File: src/rtl/level_sequencer_pkg.sv
// Shared game-flow types for the tile-map datapath: tile codes, sequencer states,
// map geometry and tile-index helpers (also used by the map controller).
package level_sequencer_pkg;

  localparam int NUM_OF_ROWS = 7;
  localparam int NUM_OF_COLS = 10;
  localparam int TILE_X_W    = 4;
  localparam int TILE_Y_W    = 3;
  localparam int PORT_W      = 4;
  localparam int MASK_W      = NUM_OF_ROWS * NUM_OF_COLS;
  localparam int IDX_W       = $clog2(MASK_W);
  localparam int FRAME_W     = 8;
  localparam int LVL_W       = 2;
  localparam int LIVES_W     = 2;
  localparam int COINS_W     = 4;

  typedef enum logic [2:0] {
    T_FREE = 3'd0,
    T_REGU = 3'd1,
    T_GATE = 3'd2,
    T_COIN = 3'd3,
    T_PORT = 3'd4,
    T_SPIK = 3'd5,
    T_BRAK = 3'd6
  } tile_e;

  typedef enum logic [2:0] {
    S_IDLE,
    S_LOAD,
    S_PLAY,
    S_TELEPORT,
    S_DYING,
    S_LEVEL_DONE,
    S_WIN,
    S_GAME_OVER
  } state_e;

  function automatic logic tile_in_range(input logic [TILE_X_W-1:0] x,
                                         input logic [TILE_Y_W-1:0] y);
    return (x < TILE_X_W'(NUM_OF_COLS)) && (y < TILE_Y_W'(NUM_OF_ROWS));
  endfunction

  // Row-major linear index into the per-level coin mask.
  function automatic logic [IDX_W-1:0] tile_idx(input logic [TILE_X_W-1:0] x,
                                                input logic [TILE_Y_W-1:0] y);
    return IDX_W'(y) * IDX_W'(NUM_OF_COLS) + IDX_W'(x);
  endfunction

endpackage

File: src/rtl/level_sequencer_if.sv
// Bumpy/map-controller/HUD signal bundle around the level sequencer.
// LEVEL_SKIP_EN adds the skip_level request line.
interface level_sequencer_if;
  import level_sequencer_pkg::*;

  logic                start;
  logic                frame_tick;
  logic                bumpy_landed;
  logic [TILE_X_W-1:0] bumpy_tile_x;
  logic [TILE_Y_W-1:0] bumpy_tile_y;
  logic [2:0]          step_type;
  logic [7:0]          teleport_cordinates;
`ifdef LEVEL_SKIP_EN
  logic                skip_level;
`endif

  logic [LVL_W-1:0]    lvl;
  logic                gate;
  logic                map_reloadN;
  logic                coin_clear;
  logic [TILE_X_W-1:0] coin_x;
  logic [TILE_Y_W-1:0] coin_y;
  logic                teleport_req;
  logic [PORT_W-1:0]   teleport_x;
  logic [PORT_W-1:0]   teleport_y;
  logic                freeze;
  logic [LIVES_W-1:0]  lives;
  logic [COINS_W-1:0]  coins;
  logic                game_over;
  logic                game_won;

  modport master (
    output start, frame_tick, bumpy_landed, bumpy_tile_x, bumpy_tile_y,
           step_type, teleport_cordinates,
`ifdef LEVEL_SKIP_EN
    output skip_level,
`endif
    input  lvl, gate, map_reloadN, coin_clear, coin_x, coin_y, teleport_req,
           teleport_x, teleport_y, freeze, lives, coins, game_over, game_won
  );

  modport slave (
    input  start, frame_tick, bumpy_landed, bumpy_tile_x, bumpy_tile_y,
           step_type, teleport_cordinates,
`ifdef LEVEL_SKIP_EN
    input  skip_level,
`endif
    output lvl, gate, map_reloadN, coin_clear, coin_x, coin_y, teleport_req,
           teleport_x, teleport_y, freeze, lives, coins, game_over, game_won
  );

endinterface

File: src/rtl/level_sequencer_frame_timer.sv
// Loadable frame counter shared by the teleport, dying and level-done waits.
// done fires on the tick that brings the count to limit-1.
module frame_timer
  import level_sequencer_pkg::*;
#(
  parameter int W = FRAME_W
) (
  input  logic         clk,
  input  logic         resetN,
  input  logic         clear,
  input  logic         tick,
  input  logic [W-1:0] limit,
  output logic         done
);

  logic [W-1:0] count;
  logic [W-1:0] cnt_inc;

  assign cnt_inc = count + W'(1);
  assign done    = tick & ~clear & (cnt_inc == limit - W'(1));

  always_ff @(posedge clk or negedge resetN) begin
    if (!resetN)    count <= '0;
    else if (clear) count <= '0;
    else if (tick)  count <= cnt_inc;
  end

endmodule

File: src/rtl/level_sequencer.sv
// Game-flow controller: owns level, gate, map reload, coins, lives and teleports.
// Build with LEVEL_SKIP_EN to honour a rising edge on skip_level during play.
module level_sequencer
  import level_sequencer_pkg::*;
#(
  parameter int NUM_OF_LEVELS      = 4,
  parameter int START_LIVES        = 3,
  parameter int COINS_TO_OPEN_GATE = 3,
  parameter int DEATH_FRAMES       = 60,
  parameter int TELEPORT_FRAMES    = 8,
  parameter int LEVEL_DONE_FRAMES  = 90
) (
  input logic               clk,
  input logic               resetN,
  level_sequencer_if.slave  bus
);

  state_e              state, state_nxt;
  logic [LVL_W-1:0]    lvl;
  logic                gate;
  logic                map_reloadN;
  logic [LIVES_W-1:0]  lives;
  logic [COINS_W-1:0]  coins, coins_inc;
  logic [MASK_W-1:0]   coin_mask;
  logic                coin_clear;
  logic [TILE_X_W-1:0] coin_x;
  logic [TILE_Y_W-1:0] coin_y;
  logic                teleport_req;
  logic [PORT_W-1:0]   teleport_x, teleport_y;
  logic                freeze, game_over, game_won;

  logic                landed, in_range, last_lvl;
  tile_e               step;
  logic [IDX_W-1:0]    idx;
  logic                coin_hit, spike_hit, port_hit, gate_hit, skip_rise;
  logic                timed, timer_done;
  logic [FRAME_W-1:0]  timer_lim;

  // Landings off the 10x7 grid behave like empty tiles.
  assign landed    = (state == S_PLAY) & bus.bumpy_landed;
  assign in_range  = tile_in_range(bus.bumpy_tile_x, bus.bumpy_tile_y);
  assign step      = in_range ? tile_e'(bus.step_type) : T_FREE;
  assign idx       = tile_idx(bus.bumpy_tile_x, bus.bumpy_tile_y);
  assign coin_hit  = landed & (step == T_COIN) & ~coin_mask[idx];
  assign spike_hit = landed & (step == T_SPIK);
  assign port_hit  = landed & (step == T_PORT);
  assign gate_hit  = landed & (step == T_GATE) & gate;
  assign coins_inc = (coins == '1) ? coins : coins + COINS_W'(1);
  assign last_lvl  = (lvl == LVL_W'(NUM_OF_LEVELS - 1));

`ifdef LEVEL_SKIP_EN
  logic skip_q;
  always_ff @(posedge clk or negedge resetN) begin
    if (!resetN) skip_q <= 1'b0;
    else         skip_q <= bus.skip_level;
  end
  assign skip_rise = (state == S_PLAY) & bus.skip_level & ~skip_q;
`else
  assign skip_rise = 1'b0;
`endif

  // Timer is held clear outside the timed states, so it restarts on every entry.
  assign timed = (state == S_TELEPORT) | (state == S_DYING) | (state == S_LEVEL_DONE);

  frame_timer #(.W(FRAME_W)) u_timer (
    .clk    (clk),
    .resetN (resetN),
    .clear  (~timed),
    .tick   (bus.frame_tick),
    .limit  (timer_lim),
    .done   (timer_done)
  );

  always_comb begin
    state_nxt = state;
    timer_lim = FRAME_W'(TELEPORT_FRAMES);
    case (state)
      S_DYING:      timer_lim = FRAME_W'(DEATH_FRAMES);
      S_LEVEL_DONE: timer_lim = FRAME_W'(LEVEL_DONE_FRAMES);
      default:      timer_lim = FRAME_W'(TELEPORT_FRAMES);
    endcase
    case (state)
      S_IDLE:       if (bus.start) state_nxt = S_LOAD;
      S_LOAD:       state_nxt = S_PLAY;
      // Landing events win over a coincident skip request.
      S_PLAY: begin
        if (spike_hit)                  state_nxt = S_DYING;
        else if (port_hit)              state_nxt = S_TELEPORT;
        else if (gate_hit || skip_rise) state_nxt = S_LEVEL_DONE;
      end
      S_TELEPORT:   if (timer_done) state_nxt = S_PLAY;
      S_DYING:      if (timer_done) state_nxt = (lives == '0) ? S_GAME_OVER : S_LOAD;
      S_LEVEL_DONE: if (timer_done) state_nxt = last_lvl ? S_WIN : S_LOAD;
      S_WIN,
      S_GAME_OVER:  if (bus.start) state_nxt = S_IDLE;
      default:      state_nxt = S_IDLE;
    endcase
  end

  // Status outputs are registered off the next state so they line up with it.
  always_ff @(posedge clk or negedge resetN) begin
    if (!resetN) begin
      state       <= S_IDLE;
      freeze      <= 1'b1;
      map_reloadN <= 1'b1;
      game_over   <= 1'b0;
      game_won    <= 1'b0;
    end else begin
      state       <= state_nxt;
      freeze      <= (state_nxt != S_PLAY);
      map_reloadN <= (state_nxt != S_LOAD);
      game_over   <= (state_nxt == S_GAME_OVER);
      game_won    <= (state_nxt == S_WIN);
    end
  end

  always_ff @(posedge clk or negedge resetN) begin
    if (!resetN) begin
      lvl          <= '0;
      gate         <= 1'b0;
      lives        <= LIVES_W'(START_LIVES);
      coins        <= '0;
      coin_mask    <= '0;
      coin_clear   <= 1'b0;
      coin_x       <= '0;
      coin_y       <= '0;
      teleport_req <= 1'b0;
      teleport_x   <= '0;
      teleport_y   <= '0;
    end else begin
      coin_clear   <= 1'b0;
      teleport_req <= 1'b0;
      if (state == S_IDLE && bus.start) begin
        lvl   <= '0;
        lives <= LIVES_W'(START_LIVES);
      end
      if (state == S_LOAD) begin
        coins     <= '0;
        coin_mask <= '0;
        gate      <= 1'b0;
      end
      if (coin_hit) begin
        coin_mask[idx] <= 1'b1;
        coins          <= coins_inc;
        coin_clear     <= 1'b1;
        coin_x         <= bus.bumpy_tile_x;
        coin_y         <= bus.bumpy_tile_y;
        if (coins_inc == COINS_W'(COINS_TO_OPEN_GATE)) gate <= 1'b1;
      end
      if (spike_hit && lives != '0) lives <= lives - LIVES_W'(1);
      if (port_hit) begin
        teleport_x   <= bus.teleport_cordinates[7:4];
        teleport_y   <= bus.teleport_cordinates[3:0];
        teleport_req <= 1'b1;
      end
      if (state == S_LEVEL_DONE && timer_done && !last_lvl) lvl <= lvl + LVL_W'(1);
    end
  end

  assign bus.lvl          = lvl;
  assign bus.gate         = gate;
  assign bus.map_reloadN  = map_reloadN;
  assign bus.coin_clear   = coin_clear;
  assign bus.coin_x       = coin_x;
  assign bus.coin_y       = coin_y;
  assign bus.teleport_req = teleport_req;
  assign bus.teleport_x   = teleport_x;
  assign bus.teleport_y   = teleport_y;
  assign bus.freeze       = freeze;
  assign bus.lives        = lives;
  assign bus.coins        = coins;
  assign bus.game_over    = game_over;
  assign bus.game_won     = game_won;

endmodule

File: src/flat_wrapper.sv
// flat-port wrapper written by rule: the top's interface ports become plain ports
module level_sequencer_flat import level_sequencer_pkg::*;
#(
  parameter int NUM_OF_LEVELS      = 4,
  parameter int START_LIVES        = 3,
  parameter int COINS_TO_OPEN_GATE = 3,
  parameter int DEATH_FRAMES       = 60,
  parameter int TELEPORT_FRAMES    = 8,
  parameter int LEVEL_DONE_FRAMES  = 90
)
  (clk, resetN, bus_start, bus_frame_tick, bus_bumpy_landed, bus_bumpy_tile_x, bus_bumpy_tile_y, bus_step_type, bus_teleport_cordinates, bus_lvl, bus_gate, bus_map_reloadN, bus_coin_clear, bus_coin_x, bus_coin_y, bus_teleport_req, bus_teleport_x, bus_teleport_y, bus_freeze, bus_lives, bus_coins, bus_game_over, bus_game_won);
  level_sequencer_if bus_i ();
  input logic clk;
  input logic resetN;
  input wire logic [$bits(bus_i.start)-1:0] bus_start;
  input wire logic [$bits(bus_i.frame_tick)-1:0] bus_frame_tick;
  input wire logic [$bits(bus_i.bumpy_landed)-1:0] bus_bumpy_landed;
  input wire logic [$bits(bus_i.bumpy_tile_x)-1:0] bus_bumpy_tile_x;
  input wire logic [$bits(bus_i.bumpy_tile_y)-1:0] bus_bumpy_tile_y;
  input wire logic [$bits(bus_i.step_type)-1:0] bus_step_type;
  input wire logic [$bits(bus_i.teleport_cordinates)-1:0] bus_teleport_cordinates;
  output wire logic [$bits(bus_i.lvl)-1:0] bus_lvl;
  output wire logic [$bits(bus_i.gate)-1:0] bus_gate;
  output wire logic [$bits(bus_i.map_reloadN)-1:0] bus_map_reloadN;
  output wire logic [$bits(bus_i.coin_clear)-1:0] bus_coin_clear;
  output wire logic [$bits(bus_i.coin_x)-1:0] bus_coin_x;
  output wire logic [$bits(bus_i.coin_y)-1:0] bus_coin_y;
  output wire logic [$bits(bus_i.teleport_req)-1:0] bus_teleport_req;
  output wire logic [$bits(bus_i.teleport_x)-1:0] bus_teleport_x;
  output wire logic [$bits(bus_i.teleport_y)-1:0] bus_teleport_y;
  output wire logic [$bits(bus_i.freeze)-1:0] bus_freeze;
  output wire logic [$bits(bus_i.lives)-1:0] bus_lives;
  output wire logic [$bits(bus_i.coins)-1:0] bus_coins;
  output wire logic [$bits(bus_i.game_over)-1:0] bus_game_over;
  output wire logic [$bits(bus_i.game_won)-1:0] bus_game_won;
  assign bus_i.start = bus_start;
  assign bus_i.frame_tick = bus_frame_tick;
  assign bus_i.bumpy_landed = bus_bumpy_landed;
  assign bus_i.bumpy_tile_x = bus_bumpy_tile_x;
  assign bus_i.bumpy_tile_y = bus_bumpy_tile_y;
  assign bus_i.step_type = bus_step_type;
  assign bus_i.teleport_cordinates = bus_teleport_cordinates;
  assign bus_lvl = bus_i.lvl;
  assign bus_gate = bus_i.gate;
  assign bus_map_reloadN = bus_i.map_reloadN;
  assign bus_coin_clear = bus_i.coin_clear;
  assign bus_coin_x = bus_i.coin_x;
  assign bus_coin_y = bus_i.coin_y;
  assign bus_teleport_req = bus_i.teleport_req;
  assign bus_teleport_x = bus_i.teleport_x;
  assign bus_teleport_y = bus_i.teleport_y;
  assign bus_freeze = bus_i.freeze;
  assign bus_lives = bus_i.lives;
  assign bus_coins = bus_i.coins;
  assign bus_game_over = bus_i.game_over;
  assign bus_game_won = bus_i.game_won;
  level_sequencer #(.NUM_OF_LEVELS(NUM_OF_LEVELS), .START_LIVES(START_LIVES), .COINS_TO_OPEN_GATE(COINS_TO_OPEN_GATE), .DEATH_FRAMES(DEATH_FRAMES), .TELEPORT_FRAMES(TELEPORT_FRAMES), .LEVEL_DONE_FRAMES(LEVEL_DONE_FRAMES)) u_core (.clk(clk), .resetN(resetN), .bus(bus_i));
endmodule
File: config.mk
export PLATFORM = sky130hd
export DESIGN_NAME = level_sequencer_flat
export DESIGN_NICKNAME = d
export VERILOG_FILES = /design/src/rtl/level_sequencer_pkg.sv /design/src/rtl/level_sequencer_if.sv /design/src/rtl/level_sequencer_frame_timer.sv /design/src/rtl/level_sequencer.sv /design/src/flat_wrapper.sv
export SDC_FILE = /design/constraint.sdc
export NUM_CORES = 1
export LEC_CHECK = 0
export CORE_MARGIN = 2
export CORE_UTILIZATION = 50
export CTS_CLUSTER_DIAMETER = 50
export DETAILED_ROUTE_END_ITERATION = 7
export GPL_TIMING_DRIVEN = 0
export MAX_ROUTING_LAYER = met4
export PLACE_DENSITY_LB_ADDON = 0.12
export REMOVE_ABC_BUFFERS = 1
export SLEW_MARGIN = 20
export SYNTH_ARGS = -nofsm -noshare
export SYNTH_HDL_FRONTEND = slang
export SYNTH_SLANG_ARGS = --single-unit
File: constraint.sdc
create_clock -name clk -period 5.45 [get_ports clk]
set_input_delay 0.545 -clock clk [delete_from_list [all_inputs] [get_ports clk]]
set_output_delay 0.545 -clock clk [all_outputs]
set_load 0.005 [all_outputs]
==> After elaboration in Yosys (flattened, before gate mapping) <==
Index checks and enable logic that the tools add are counted.
{ "word_totals": {"ff_bits": 111, "latchBits": 0, "ramBits": 0, "mem_bits_ro": 0, "input_bits": 23, "output_inout_bits": 30, "wordCells": 108, "mem_count": 0} }
{ "op_classes": {"add_sub_neg": 6, "multipliers": 1, "div_mod_pow": 0, "order_cmp": 4, "eq_ne": 20, "shifts": 0, "muxes": 33, "bitwise": 13, "reduce_logical": 14} }
{ "op_table": {"columns": ["op", "n"], "rows": [
  ["two-way mux 70 bit", 2],
  ["OR 70 bit", 1],
  ["two-way mux 3 bit", 11],
  ["== test 3 bit, second input constant", 8],
  ["one-hot mux 3 bit (7 select lines)", 1],
  ["two-way mux 8 bit", 2],
  ["one-hot mux 7 bit (2 select lines)", 1],
  ["== test 3 x 2 -> 1 bit, second input constant", 4],
  ["two-way mux 4 bit", 3],
  ["bitwise AND 1 bit", 9],
  ["adder 8 x 1 -> 8 bit, second input constant", 1],
  ["== test 8 bit", 1],
  ["less-than comparator 7 x 8 -> 1 bit, second input constant", 1],
  ["two-way mux 2 bit", 4],
  ["nonzero test 2 bit", 4],
  ["subtractor 8 x 1 -> 8 bit, second input constant", 1],
  ["adder 7 x 4 -> 7 bit", 1],
  ["binary-select mux 1 bit (select 7 bit)", 1],
  ["demux 1 bit (select 7 bit)", 1],
  [">= comparator 7 x 1 -> 1 bit, second input constant", 1],
  ["two-way mux 1 bit", 7],
  ["logical AND 1 bit", 6],
  ["multiplier 3 x 3 -> 6 bit, second input constant", 1],
  ["adder 4 x 1 -> 4 bit, second input constant", 1],
  ["17 further kinds", 18]
]} }

==> Longest topological paths before layout <==
{ "depth": {"word_depth": 11, "depth_mapped": 14, "mapped_depth_nobuf": 11} }

==> Cells and area by module <==
From an unflattened synthesis, not the netlist that was laid out.
{ "unflattened": {"cells_unflattened": 543, "area_unflattened_um2": 5866.9} }
{ "modules_own_cells": {"columns": ["mod", "n_inst", "cells_each", "area_per_inst_um2", "seq_area_each_um2"], "rows": [
  ["level_sequencer", 1, 474, 5170.0, 2582.5],
  ["frame_timer", 1, 69, 696.9, 200.2]
]} }

==> Least setup slack after synthesis <==
OpenSTA, ideal clock, no wires.
{ "synth_path": {"path_kind": "input -> register", "start": "input port bus_bumpy_tile_y[0]", "end": "register u_core.coins[3], in the netlist u_core.bus.coins[3]", "setup_time_ns": 0.120, "arrival_ns": 3.376, "required_ns": 5.330, "path_slack_ns": 1.954, "path_stages": 11, "n_path_buf": 4, "path_cell_list": "ha_1 > fa_1 > buf_2 > buf_1 > buf_1 > mux2i_1 > o2111a_1 > o21ai_2 > buf_6 > or4b_1 > o211a_1"} }
{ "synth_between": {"elab_chain_cells": 7, "elab_cells_between_ends": 13} }
{ "synth_rtl": {"columns": ["element", "line_no", "source"], "rows": [
  ["from (decl)", "flat_wrapper.sv:19", "input wire logic [$bits(bus_i.bumpy_tile_y)-1:0] bus_bumpy_tile_y;"],
  ["multiplier 3 x 3 -> 6 bit or less-than comparator 3 bit (tied branches)", "level_sequencer_pkg.sv:46, level_sequencer_pkg.sv:40", null],
  ["adder 7 x 4 -> 7 bit or logical AND 1 bit (tied branches)", "level_sequencer_pkg.sv:46, level_sequencer_pkg.sv:40", null],
  ["binary-select mux 1 bit (select 7 bit) or two-way mux 3 bit (tied branches)", "level_sequencer.sv:44, level_sequencer.sv:42", null],
  ["two-way mux 1 bit (not written as such) or == test 3 x 2 -> 1 bit (tied branches)", "level_sequencer.sv:44", "assign coin_hit = landed & (step == T_COIN) & ~coin_mask[idx];"],
  ["NOT 1 bit or bitwise AND 1 bit (tied branches)", "level_sequencer.sv:44", null],
  ["bitwise AND 1 bit *", "level_sequencer.sv:44", null],
  ["two-way mux 4 bit or nonzero test 2 bit (tied branches)", null, null],
  ["to (signal assigned)", "level_sequencer.sv:144", "coins <= coins_inc;"],
  ["to (decl)", "level_sequencer.sv:23", "logic [COINS_W-1:0] coins, coins_inc;"]
]} }
Every way passes the cells marked *; elsewhere a longest branch is shown, timed or not. The select of a mux whose other input is x is not followed.
A chain may end at the register's enable or synchronous reset.

==> Worst setup path after layout <==
Ends and elaborated chain as after synthesis.

==> impl_metrics.ini <==
[pwr]
cellPowerDensity_nw_per_um2 = 440
p_total_mw = 2.99
p_leak_nw = 2.85
vdd_drop_max_uv = 262

[routing]
vias = 4383
wl_per_cell_um = 18.0
drt_wl_total_um = 13300
drt_iter0_markers = 313
viasPerCell = 5.96
ant_nets = 0
firstDrtPassIters = 5
drc = 0

[worst_setup_path]
cp_top_family = compound AO/OA/AOI/OAI gates
critical_path.max_fanout = 30
worstPathCellList = clkdlybuf4s50_1 -> ha_2 -> fa_2 -> nor2b_1 -> a22o_1 -> nand2_1 -> o221ai_1 -> a2111oi_4 -> o21ai_4 -> buf_16 -> or4b_1 -> o211a_1
crit_end = u_core.bus.coins[3]
path_depth = 12
critPathRequiredTime_ns = 5.69
startpoint_type = input port
path_class = in -> reg
r2r-start = u_core.state[0]
cp.arrival_ns = 4.68
reg2reg_depth = 10
critPathBufInv = 2
crit_slowest_cell = fa_2
r2r-end = u_core.bus.game_over
max_stage_delay_ns = 0.95
ff2ff_setup_slack_ns = 2.01
worstSetupEndpointType = register
setup.worst_path.start = bus_bumpy_tile_y[0]

[synth]
synth_cells = 560
ys_ff_latch = 111
yosysSeqAreaShare_pct = 47.6
yosysTopAreaCellShare_pct = 45.8
synthDistinctLibCells = 71
yosys-top-cells-area = dfrtp_1 46%, o31ai_1 6.7%, nand2_1 6.2%, mux4_2 3.5%, mux2i_1 2.4%
yosysWarnings = 0
synth_common_cells = 107 x dfrtp_1, 97 x nand2_1, 52 x o31ai_1
synthArstFlopShare_pct = 100
synth_edf_count = 0
netlist_area_um2 = 5840
synth_ff_type = dfrtp_1
yosysTopAreaCell = dfrtp_1
synthMostInstantiatedCell = dfrtp_1
postSynthAreaPerCell_um2 = 10.4

[clocking]
cts_root_buf = clkbuf_16
postCtsSetupBuffers = 0
ctsHoldBuffers = 0
clock_latency_ns = 0.36
cts_buffers = 9
path_clk_slew_ns = 0.07
cts_tree = built
clk_path_buf_depth = 2
numClockSinks = 111
cts-resized-gates = 0
htreeDepth = 3

[layout]
syn2layout_area_growth_pct = 16.2
drive_gt1_share_pct = 11.3
insertedDiodeCount = 0
finish.instance_area_um2 = 6790
finalNetCount = 623

[sta]
slew_headroom_pct = 28.5
hold_viol = 0
setup_slack_ns = 1.01
slew_violations = 0
max_freq_mhz = 225
worst_hold_slack_ns = 0.153
fin_skew_ns = 0.00908
tns_ns = 0
period_share_pct = 81.4
worst_slew_pin_slew_ns = 1.07
rsz0062_at_grt = false
period_minus_slack_ns = 4.44
setup_violations = 0

[placement]
placed_cell_area_um2 = 6440
gp_congestion = 0.811
portBuffers = 52
dp_slack_ns = 0.226
dp_hpwl_um = 8810

[grt]
antenna_found_initial = 0
overflow = 0
grt_max_degree = 74
grt_pass1_wl_um = 22700
grt_pass1_vias = 4442
grt_use_total_pct = 23.3

[floorplan]
io_pins = 53
dieArea_um2 = 12600
die_h_um = 112
row_count = 39
start_util_pct = 51.2
core_region_area_um2 = 11400
die_w_um = 112

[run]
maxCapViolCount = 0

[hold_path]
hold_class = in -> async

[status]
status = complete, no violations
flip-flops by register name, summed over array words and instances (netlist names):
name / flops
u_core.coin_mask: 70
u_core.u_timer.count: 8
u_core.bus.coin_x: 4
u_core.bus.coins: 4
u_core.bus.teleport_x: 4
u_core.bus.teleport_y: 4
u_core.bus.coin_y: 3
u_core.state: 3
u_core.bus.lives: 2
u_core.bus.lvl: 2
u_core.bus.coin_clear: 1
u_core.bus.freeze: 1
u_core.bus.game_over: 1
u_core.bus.game_won: 1
u_core.bus.gate: 1
u_core.bus.map_reloadN: 1
u_core.bus.teleport_req: 1
layer usage:
metal	vias to the layer above	part of all wire [%]	GRT usage, %	wire length, um
li1	2086	-	-	-
met1	2165	46	32.1	6150
met2	108	46	34.5	6160
met3	24	4.9	4.32	654
met4	0	2.5	9.11	326
met5	-	0	-	0
cells in the final DEF, fill, tap and decap left out, types with 5 or more instances in the layout:
| master | n |
|---|---|
| nand3b_1 | 6 |
| nand3_1 | 6 |
| o21ai_0 | 21 |
| o21ai_1 | 10 |
| xor2_1 | 6 |
| mux2_2 | 11 |
| nand2b_1 | 8 |
| mux2_1 | 6 |
| ha_1 | 10 |
| nor2b_1 | 11 |
| o211ai_1 | 5 |
| dfrtp_1 | 107 |
| clkdlybuf4s50_1 | 50 |
| nor3_1 | 8 |
| o31ai_1 | 52 |
| clkbuf_16 | 9 |
| or3_1 | 8 |
| mux4_2 | 9 |
| inv_1 | 8 |
| xnor2_1 | 8 |
| nand2_1 | 96 |
| mux2i_1 | 14 |
| a21oi_1 | 13 |
| a22oi_1 | 5 |
| nor2_1 | 19 |
worst register-to-register path, cell delays in order (launching register included):
cell	delay (ns)
dfrtp_1	0.53
or3b_2	0.56
ha_1	0.26
or2_2	0.32
a211o_1	0.31
a2111oi_4	0.40
nand2_1	0.13
or3_1	0.35
a31oi_2	0.28
inv_2	0.05
and3_1	0.14
kinds of logic after synthesis:
group                    share of synthesized area [%]
AND/OR/NAND/NOR                                   15.9
AO/OA/AOI/OAI                                     18.0
flip-flops                                        47.6
buffers and inverters                             4.03
multiplexers                                      9.40
XOR/XNOR                                          2.38
adder cells (fa/ha/maj)                           2.70
where the power goes:
group	leakage, nW	internal (mW)	switching [mW]
Combinational	1.22	0.464	0.433
Sequential	1.47	1.14	0.189
Clock	0.166	0.451	0.307
Total	2.85	2.06	0.930
through the flow:
stage          util, %  cells
2_1_floorplan        -    522
3_3_place_gp      55.5    717
3_5_place_dp      56.4    720
4_1_cts           59.4    736
5_1_grt           59.4    736
6_report          59.4    736
layout make-up:
type | count | area (um2)
fill | 999 | 4630
multi-input combinational | 401 | 2840
sequential | 111 | 2780
timing repair buffer | 55 | 599
clock buffer | 9 | 225
tap | 143 | 179
clock inverter | 7 | 120
inverter | 10 | 37.5
worst min path at each step:
stage	from	to	slack [ns]	cells after the start
floorplan	resetN	u_core.bus.coin_clear	0.25	0
global placement	u_core.coin_mask[0]	u_core.coin_mask[0]	0.45	2
detailed placement	u_core.coin_mask[62]	u_core.coin_mask[62]	0.46	2
CTS	resetN	u_core.coin_mask[22]	0.17	1
global route	resetN	u_core.coin_mask[22]	0.19	1
finish	resetN	u_core.coin_mask[22]	0.15	1
No activity file was read; power rests on OpenSTA's default activity.
